**config.mk**
```make
export PLATFORM = sky130hd
export DESIGN_NAME = jedro_1_mem_arbiter
export DESIGN_NICKNAME = d
export VERILOG_FILES = /design/src/rtl/jedro_1_mem_arbiter.sv
export SDC_FILE = /design/constraint.sdc
export NUM_CORES = 1
export LEC_CHECK = 0
export ABC_AREA = 1
export CORE_AREA = 8 8 118 120
export DETAILED_ROUTE_END_ITERATION = 8
export DIE_AREA = 0 0 126 128
export PLACE_DENSITY = 0.64
export SETUP_SLACK_MARGIN = 0.1
export SYNTH_ARGS = -nofsm -noshare
export SYNTH_HDL_FRONTEND = slang
export SYNTH_SLANG_ARGS = --single-unit
```
**constraint.sdc**
```tcl
create_clock -name clk_i -period 5.2 [get_ports clk_i]
set_input_delay 0.52 -clock clk_i [delete_from_list [all_inputs] [get_ports clk_i]]
set_output_delay 0.52 -clock clk_i [all_outputs]
set_load 0.01 [all_outputs]
```
**src/rtl/jedro_1_mem_arbiter.sv**
```systemverilog
// N-channel memory arbiter: merges req/rsp channels onto one memory port.
// Optional JEDRO_1_ARB_ROUND_ROBIN_EN selects round-robin over fixed priority.
package jedro_1_defines;
  localparam int XLEN   = 32;
  localparam int NBYTES = 4;
endpackage

module jedro_1_mem_arbiter
  import jedro_1_defines::*;
#(
  parameter int NCH             = 2,
  parameter int MAX_OUTSTANDING = 4
) (
  input  logic                               clk_i,
  input  logic                               rstn_i,
  input  logic [NCH*XLEN-1:0]                ch_req_addr_i,
  input  logic [NCH*XLEN-1:0]                ch_req_data_i,
  input  logic [NCH*NBYTES-1:0]              ch_req_strobe_i,
  input  logic [NCH-1:0]                     ch_req_write_i,
  input  logic [NCH-1:0]                     ch_req_valid_i,
  output logic [NCH-1:0]                     ch_req_ready_o,
  output logic [NCH*XLEN-1:0]                ch_rsp_data_o,
  output logic [NCH-1:0]                     ch_rsp_error_o,
  output logic [NCH-1:0]                     ch_rsp_valid_o,
  input  logic [NCH-1:0]                     ch_rsp_ready_i,
  output logic [XLEN-1:0]                    mem_req_addr_o,
  output logic [XLEN-1:0]                    mem_req_data_o,
  output logic [NBYTES-1:0]                  mem_req_strobe_o,
  output logic                               mem_req_write_o,
  output logic                               mem_req_valid_o,
  input  logic                               mem_req_ready_i,
  input  logic [XLEN-1:0]                    mem_rsp_data_i,
  input  logic                               mem_rsp_error_i,
  input  logic                               mem_rsp_valid_i,
  output logic                               mem_rsp_ready_o,
  output logic [$clog2(MAX_OUTSTANDING+1)-1:0] outstanding_o
);

  localparam int IDW = (NCH > 1) ? $clog2(NCH) : 1;
  localparam int AW  = (MAX_OUTSTANDING > 1) ? $clog2(MAX_OUTSTANDING) : 1;
  localparam int PW  = $clog2(MAX_OUTSTANDING) + 1;
  localparam int OW  = $clog2(MAX_OUTSTANDING + 1);

  logic           active_q, active_d;
  logic           lock_q, lock_d;
  logic [IDW-1:0] lock_id_q, lock_id_d;
  logic [PW-1:0]  wptr_q, wptr_d, rptr_q, rptr_d;
  logic [IDW-1:0] fifo_q [MAX_OUTSTANDING];
  logic [IDW-1:0] fifo_d [MAX_OUTSTANDING];
  logic [PW-1:0]  cnt;
  logic [AW-1:0]  widx, ridx;
  logic [IDW-1:0] gnt, head;
  logic           full, empty, routable, push, pop;
`ifdef JEDRO_1_ARB_ROUND_ROBIN_EN
  logic [IDW-1:0] rr_q, rr_d;
`endif

  assign cnt      = wptr_q - rptr_q;
  assign full     = (cnt == PW'(MAX_OUTSTANDING));
  assign empty    = (cnt == '0);
  assign widx     = AW'(wptr_q & PW'(MAX_OUTSTANDING - 1));
  assign ridx     = AW'(rptr_q & PW'(MAX_OUTSTANDING - 1));
  assign head     = fifo_q[ridx];
  assign routable = active_q && !empty;
  assign outstanding_o = OW'(cnt);

  // A locked grant overrides arbitration so mem_req_* stays stable.
  always_comb begin
    gnt = '0;
    if (lock_q) begin
      gnt = lock_id_q;
    end else begin
`ifdef JEDRO_1_ARB_ROUND_ROBIN_EN
      for (int i = NCH - 1; i >= 0; i--) begin
        if (ch_req_valid_i[(int'(rr_q) + i) % NCH])
          gnt = IDW'((int'(rr_q) + i) % NCH);
      end
`else
      for (int i = NCH - 1; i >= 0; i--) begin
        if (ch_req_valid_i[i]) gnt = IDW'(i);
      end
`endif
    end
  end

  assign mem_req_valid_o  = active_q && !full &&
                            (lock_q || (|ch_req_valid_i));
  assign mem_req_addr_o   = ch_req_addr_i[gnt*XLEN +: XLEN];
  assign mem_req_data_o   = ch_req_data_i[gnt*XLEN +: XLEN];
  assign mem_req_strobe_o = ch_req_strobe_i[gnt*NBYTES +: NBYTES];
  assign mem_req_write_o  = ch_req_write_i[gnt];
  assign push             = mem_req_valid_o && mem_req_ready_i;
  assign ch_rsp_data_o    = {NCH{mem_rsp_data_i}};

  always_comb begin
    ch_req_ready_o      = '0;
    ch_req_ready_o[gnt] = push;
  end

  always_comb begin
    ch_rsp_valid_o  = '0;
    ch_rsp_error_o  = '0;
    mem_rsp_ready_o = 1'b0;
    if (routable) begin
      ch_rsp_valid_o[head] = mem_rsp_valid_i;
      ch_rsp_error_o[head] = mem_rsp_error_i;
      mem_rsp_ready_o      = ch_rsp_ready_i[head];
    end
  end

  assign pop = routable && mem_rsp_valid_i && ch_rsp_ready_i[head];

  always_comb begin
    active_d  = 1'b1;
    lock_d    = mem_req_valid_o && !mem_req_ready_i;
    lock_id_d = gnt;
    wptr_d    = push ? wptr_q + 1'b1 : wptr_q;
    rptr_d    = pop ? rptr_q + 1'b1 : rptr_q;
    fifo_d    = fifo_q;
    if (push) fifo_d[widx] = gnt;
  end

`ifdef JEDRO_1_ARB_ROUND_ROBIN_EN
  always_comb begin
    rr_d = rr_q;
    if (push) rr_d = (int'(gnt) == NCH - 1) ? '0 : gnt + 1'b1;
  end
`endif

  always_ff @(posedge clk_i) begin
    if (!rstn_i) begin
      active_q  <= 1'b0;
      lock_q    <= 1'b0;
      lock_id_q <= '0;
      wptr_q    <= '0;
      rptr_q    <= '0;
      fifo_q    <= '{default: '0};
`ifdef JEDRO_1_ARB_ROUND_ROBIN_EN
      rr_q      <= '0;
`endif
    end else begin
      active_q  <= active_d;
      lock_q    <= lock_d;
      lock_id_q <= lock_id_d;
      wptr_q    <= wptr_d;
      rptr_q    <= rptr_d;
      fifo_q    <= fifo_d;
`ifdef JEDRO_1_ARB_ROUND_ROBIN_EN
      rr_q      <= rr_d;
`endif
    end
  end

endmodule
```
# Yosys cells after proc, flatten, opt, wreduce, memory -nomap -nowiden
# Index checks and enable logic that the tools add are counted.
# op_classes
n_addsub,3
n_lt_le_gt_ge,7
n_eq_ne,1
shifts,3
n_mux,21
n_bitwise,5
reduce_logical,16
# ops
operator,n
64-bit by 7-bit variable part select with 32-bit output,2
1-bit 2-to-1 mux,14
1-bit logical AND,10
8-bit by 4-bit variable part select with 4-bit output,1
"3-bit by 1-bit adder with 3-bit output, second input constant",2
2-bit AND,3
"3-bit greater-or-equal comparator, second input constant",2
2-bit NOT with 3-bit output,2
4-bit bitwise mux,1
"1-bit by 2-bit < comparator with 1-bit output, second input constant",2
2-bit 2-to-1 mux,2
"3-bit equality test, second input constant",1
1-bit zero test,3
3-bit zero test,1
"3-bit by 1-bit < comparator with 1-bit output, second input constant",1
3-bit subtractor,1
1-bit binary-select mux with 2-bit select,1
1-bit demux with 1-bit select,2
1-bit demux with 2-bit select,1
"1-bit greater-or-equal comparator, second input constant",2
2-bit OR reduction,1
1-bit logical OR,1
# totals
ff_bits,13
inputBits,179
output_inout_bits,144
elab_cells,65

# Logic depth before layout (Yosys ltp)
# logic_depth
ltp_word,10
depth_mapped,11
depth_no_buf,11

# Worst setup path before layout
# Ideal clock, no wire load.
# synth_path
path_type,register to output
from,reg wptr_q[0]
to,out ch_rsp_error_o[0]
arrival_time_ns,1.637
t_required_ns,4.680
path_slack_ns,3.043
path_stages_with_launch,9
path_buffers,0
path_cell_list,dfxtp_1 inv_1 ha_1 fa_1 nand2_1 inv_1 nand3_2 nand2_1 nor3_1
# synth_via
elab_chain_cells,5
# synth_rtl
element,line,rtl
"start, declared",47,"logic [PW-1:0] wptr_q, wptr_d, rptr_q, rptr_d;"
"start signal, assigned",145,wptr_q <= wptr_d;
3-bit subtractor,58,assign cnt = wptr_q - rptr_q;
3-bit zero test,60,assign empty = (cnt == '0);
1-bit zero test,64,assign routable = active_q && !empty;
1-bit logical AND,64,
2-bit 2-to-1 mux,104,if (routable) begin
"end, declared",23,"output logic [NCH-1:0] ch_rsp_error_o,"
# Every way passes these cells.

# Worst setup path after layout
# layout_path
from,in ch_req_valid_i[0]
to,out mem_req_data_o[8]
# layout_via
elab_chain_cells,3
# layout_rtl
element,line,rtl
"start, declared",20,"input logic [NCH-1:0] ch_req_valid_i,"
1-bit 2-to-1 mux,80,if (ch_req_valid_i[i]) gnt = IDW'(i);
1-bit 2-to-1 mux,70,if (lock_q) begin
64-bit by 7-bit variable part select with 32-bit output,89,assign mem_req_data_o = ch_req_data_i[gnt*XLEN +: XLEN];
"end, declared",27,"output logic [XLEN-1:0] mem_req_data_o,"
# Every way passes these cells.

==> metrics.yaml <==
start_util: 0.175
worstPathRequired_ns: 4.68
antennaDiodeCount: 0
synthToLayoutAreaGrowth_pct: 93.2
rsz0062_at_grt: "false"
die_area_mm2: 0.0161
post-route-period-util: 0.649
synth.avg_cell_area_um2: 5.38
worstPathArrival_ns: 2.86
drcViolationCount: 0
ys_seq_area_frac: 0.122
drtIter0Drc: 167
fin_setup_tns_ns: 0
clock_path_buffers: 2
min_path_cells: 2
grt_pass1_vias: 2754
hold_viol: 0
slew_headroom: 0.221
fp.dieH_um: 128
cts_tree: "built"
grt_overflow: 0
min_from: "fifo_q[0]"
grt_max_degree: 72
r2r-end: "rptr_q[1]"
r2r_cells: 10
r2r_setup_slack_ns: 3.14
dpl.hpwl_um: 9370
antenna_found_initial: 0
synth_area_mm2: 0.00214
row_count: 41
period_minus_slack_ns: 3.38
finalMaxSlewViolations: 0
num_io_pins: 323
whs_ns: 0.455
crit-reg2reg-launch: "wptr_q[0]"
drive_gt1_frac: 0.0383
setup_viol: 0
hold_buffers: 0
cts_setup_buffers: 0
leakagePower_nw: 1.92
path_class: "in2out"
status: "complete, no violations"
yosysTopAreaCellShare: 0.406
vias: 2831
coreArea_mm2: 0.0122
path_max_fanout: 71
track_usage: 0.126
die_w_um: 126
syn_nets: 583
powerDensity_mw_per_mm2: 153
crit_chain: "clkdlybuf4s50_1 -> nand3b_1 -> nand2_2 -> inv_2 -> nand2_1 -> nand2_1 -> clkdlybuf4s50_1"
hold_class: "reg2reg"
min_to: "fifo_q[0]"
synth_area_leaders: "nand2_1 (41%), buf_4 (22%), dfxtp_1 (12%)"
cp_slowest_stage_delay_ns: 0.80
yosys.area.top_type: "nand2_1"
nets: 736
end_kind: "primary output"
layout_commonest_cell: "nand2_1"
ys_warn_count: 0
synth_cell_type_count: 25
cts_sinks: 13
ir_worst_vdd_mv: 0.252
cts_resized: 0
clk_pin_slew_ns: 0.04
via_per_inst: 4.05
wl_um: 11000
worst_pin_slew_ns: 1.17
cts_root_buffer: "clkbuf_16"
htree_levels: 1
post_drt_wl_per_cell_um: 15.8
synthCells: 397
critPathSlowestCell: "inv_2"
maxCapViolations: 0
ant_nets: 0
clk_latency_ns: 0.25
firstDrtPassIters: 5
startpoint_type: "input port"
gp_congestion: 0.878
fmax_mhz: 296
grt_pass1_wl_um: 16300
clock_skew_ns: 0.00328
synth_seq_cells: 13
cts_inserted_buffers: 3
final_cell_mix: "nand2_1 (230), clkdlybuf4s50_1 (226), inv_1 (18), dfxtp_1 (13), nor2_1 (10)"
io_buffers: 226
==> flip-flops by register name, summed over array words and instances, names as in the netlist <==
register   count
rptr_q         3
fifo_q         4
wptr_q         3
lock_id_q      1
lock_q         1
active_q       1
==> per-layer routing <==
metal / routed length, um / vias up / track usage
met4: 32 / 0 / 0.0127
met1: 4260 / 1204 / 0.143
met5: 0 / - / 0
li1: - / 1430 / -
met3: 1330 / 5 / 0.0599
met2: 5400 / 192 / 0.215
==> worst max path at each step <==
stage	from	to	slack, ns	cells past startpoint
after floorplan	wptr_q[0]	ch_rsp_error_o[0]	3.04	8
after global placement	ch_req_valid_i[0]	mem_req_data_o[8]	1.84	7
after detailed placement	ch_req_valid_i[0]	mem_req_strobe_o[1]	1.83	7
after CTS	ch_req_valid_i[0]	mem_req_data_o[6]	1.82	7
after global routing	ch_req_valid_i[0]	mem_req_data_o[8]	1.58	7
final	ch_req_valid_i[0]	mem_req_data_o[8]	1.82	7
==> per-stage QoR <==
stage          total power, mW  std cells  utilization  cell area [um^2]  worst slack (ns)
6_report                 0.632        699        0.338              4130              1.82
5_1_grt                  0.676        699        0.338              4130              1.58
4_1_cts                  0.641        699        0.338              4130              1.82
3_5_place_dp             0.490        695        0.332              4050              1.83
3_3_place_gp             0.487        695        0.332              4050              1.84
2_1_floorplan            0.292        397            -              2140              3.04
==> worst max-delay path, delay by kind of cell <==
kind                   cells  cell delay (ns)
and+or+nand+nor            4             0.39
buffers and inverters      3             1.88
==> kinds of logic (layout without fill, tap and decap cells) <==
group / Yosys count / in the layout / synth area share
buffers and inverters: 98 / 250 / 0.289
AND/OR/NAND/NOR: 263 / 263 / 0.504
XOR/XNOR: 1 / 1 / 0.00410
AO/OA/AOI/OAI: 15 / 15 / 0.0363
adder cells (fa/ha/maj): 7 / 7 / 0.0445
flip-flops: 13 / 13 / 0.122
==> cell type report <==
| type | count | area [um^2] |
|---|---|---|
| fillers | 1285 | 8080 |
| repair buffers | 227 | 2270 |
| multi-input cells | 286 | 1260 |
| flip-flops and latches | 13 | 260 |
| well taps | 150 | 188 |
| clock buffers | 4 | 78.8 |
| inverters | 19 | 71.3 |
==> report_power, final <==
part           leakage, nW  internal (mW)  switching (mW)  total, mW
Combinational         1.78          0.224           0.154      0.378
Sequential           0.106          0.104         0.00374      0.108
Clock               0.0382          0.103          0.0432      0.147
==> synthesized netlist by cell type <==
cell and n:
nor3_1 4, nand3b_1 2, nor2_1 10, nand2_4 2, dfxtp_1 13, a21oi_1 6
o21ai_0 6, inv_1 18, nand4_2 1, nand3_1 1, nor2_2 5, a21boi_1 1
clkbuf_1 6, o21ai_1 2, nand2_2 3, nand3_2 3, nand3_4 1, ha_1 6
inv_2 1, nand2_1 231, fa_1 1, buf_2 8, buf_4 64, buf_1 1
xor2_1 1
(Power assumes the default switching activity.)
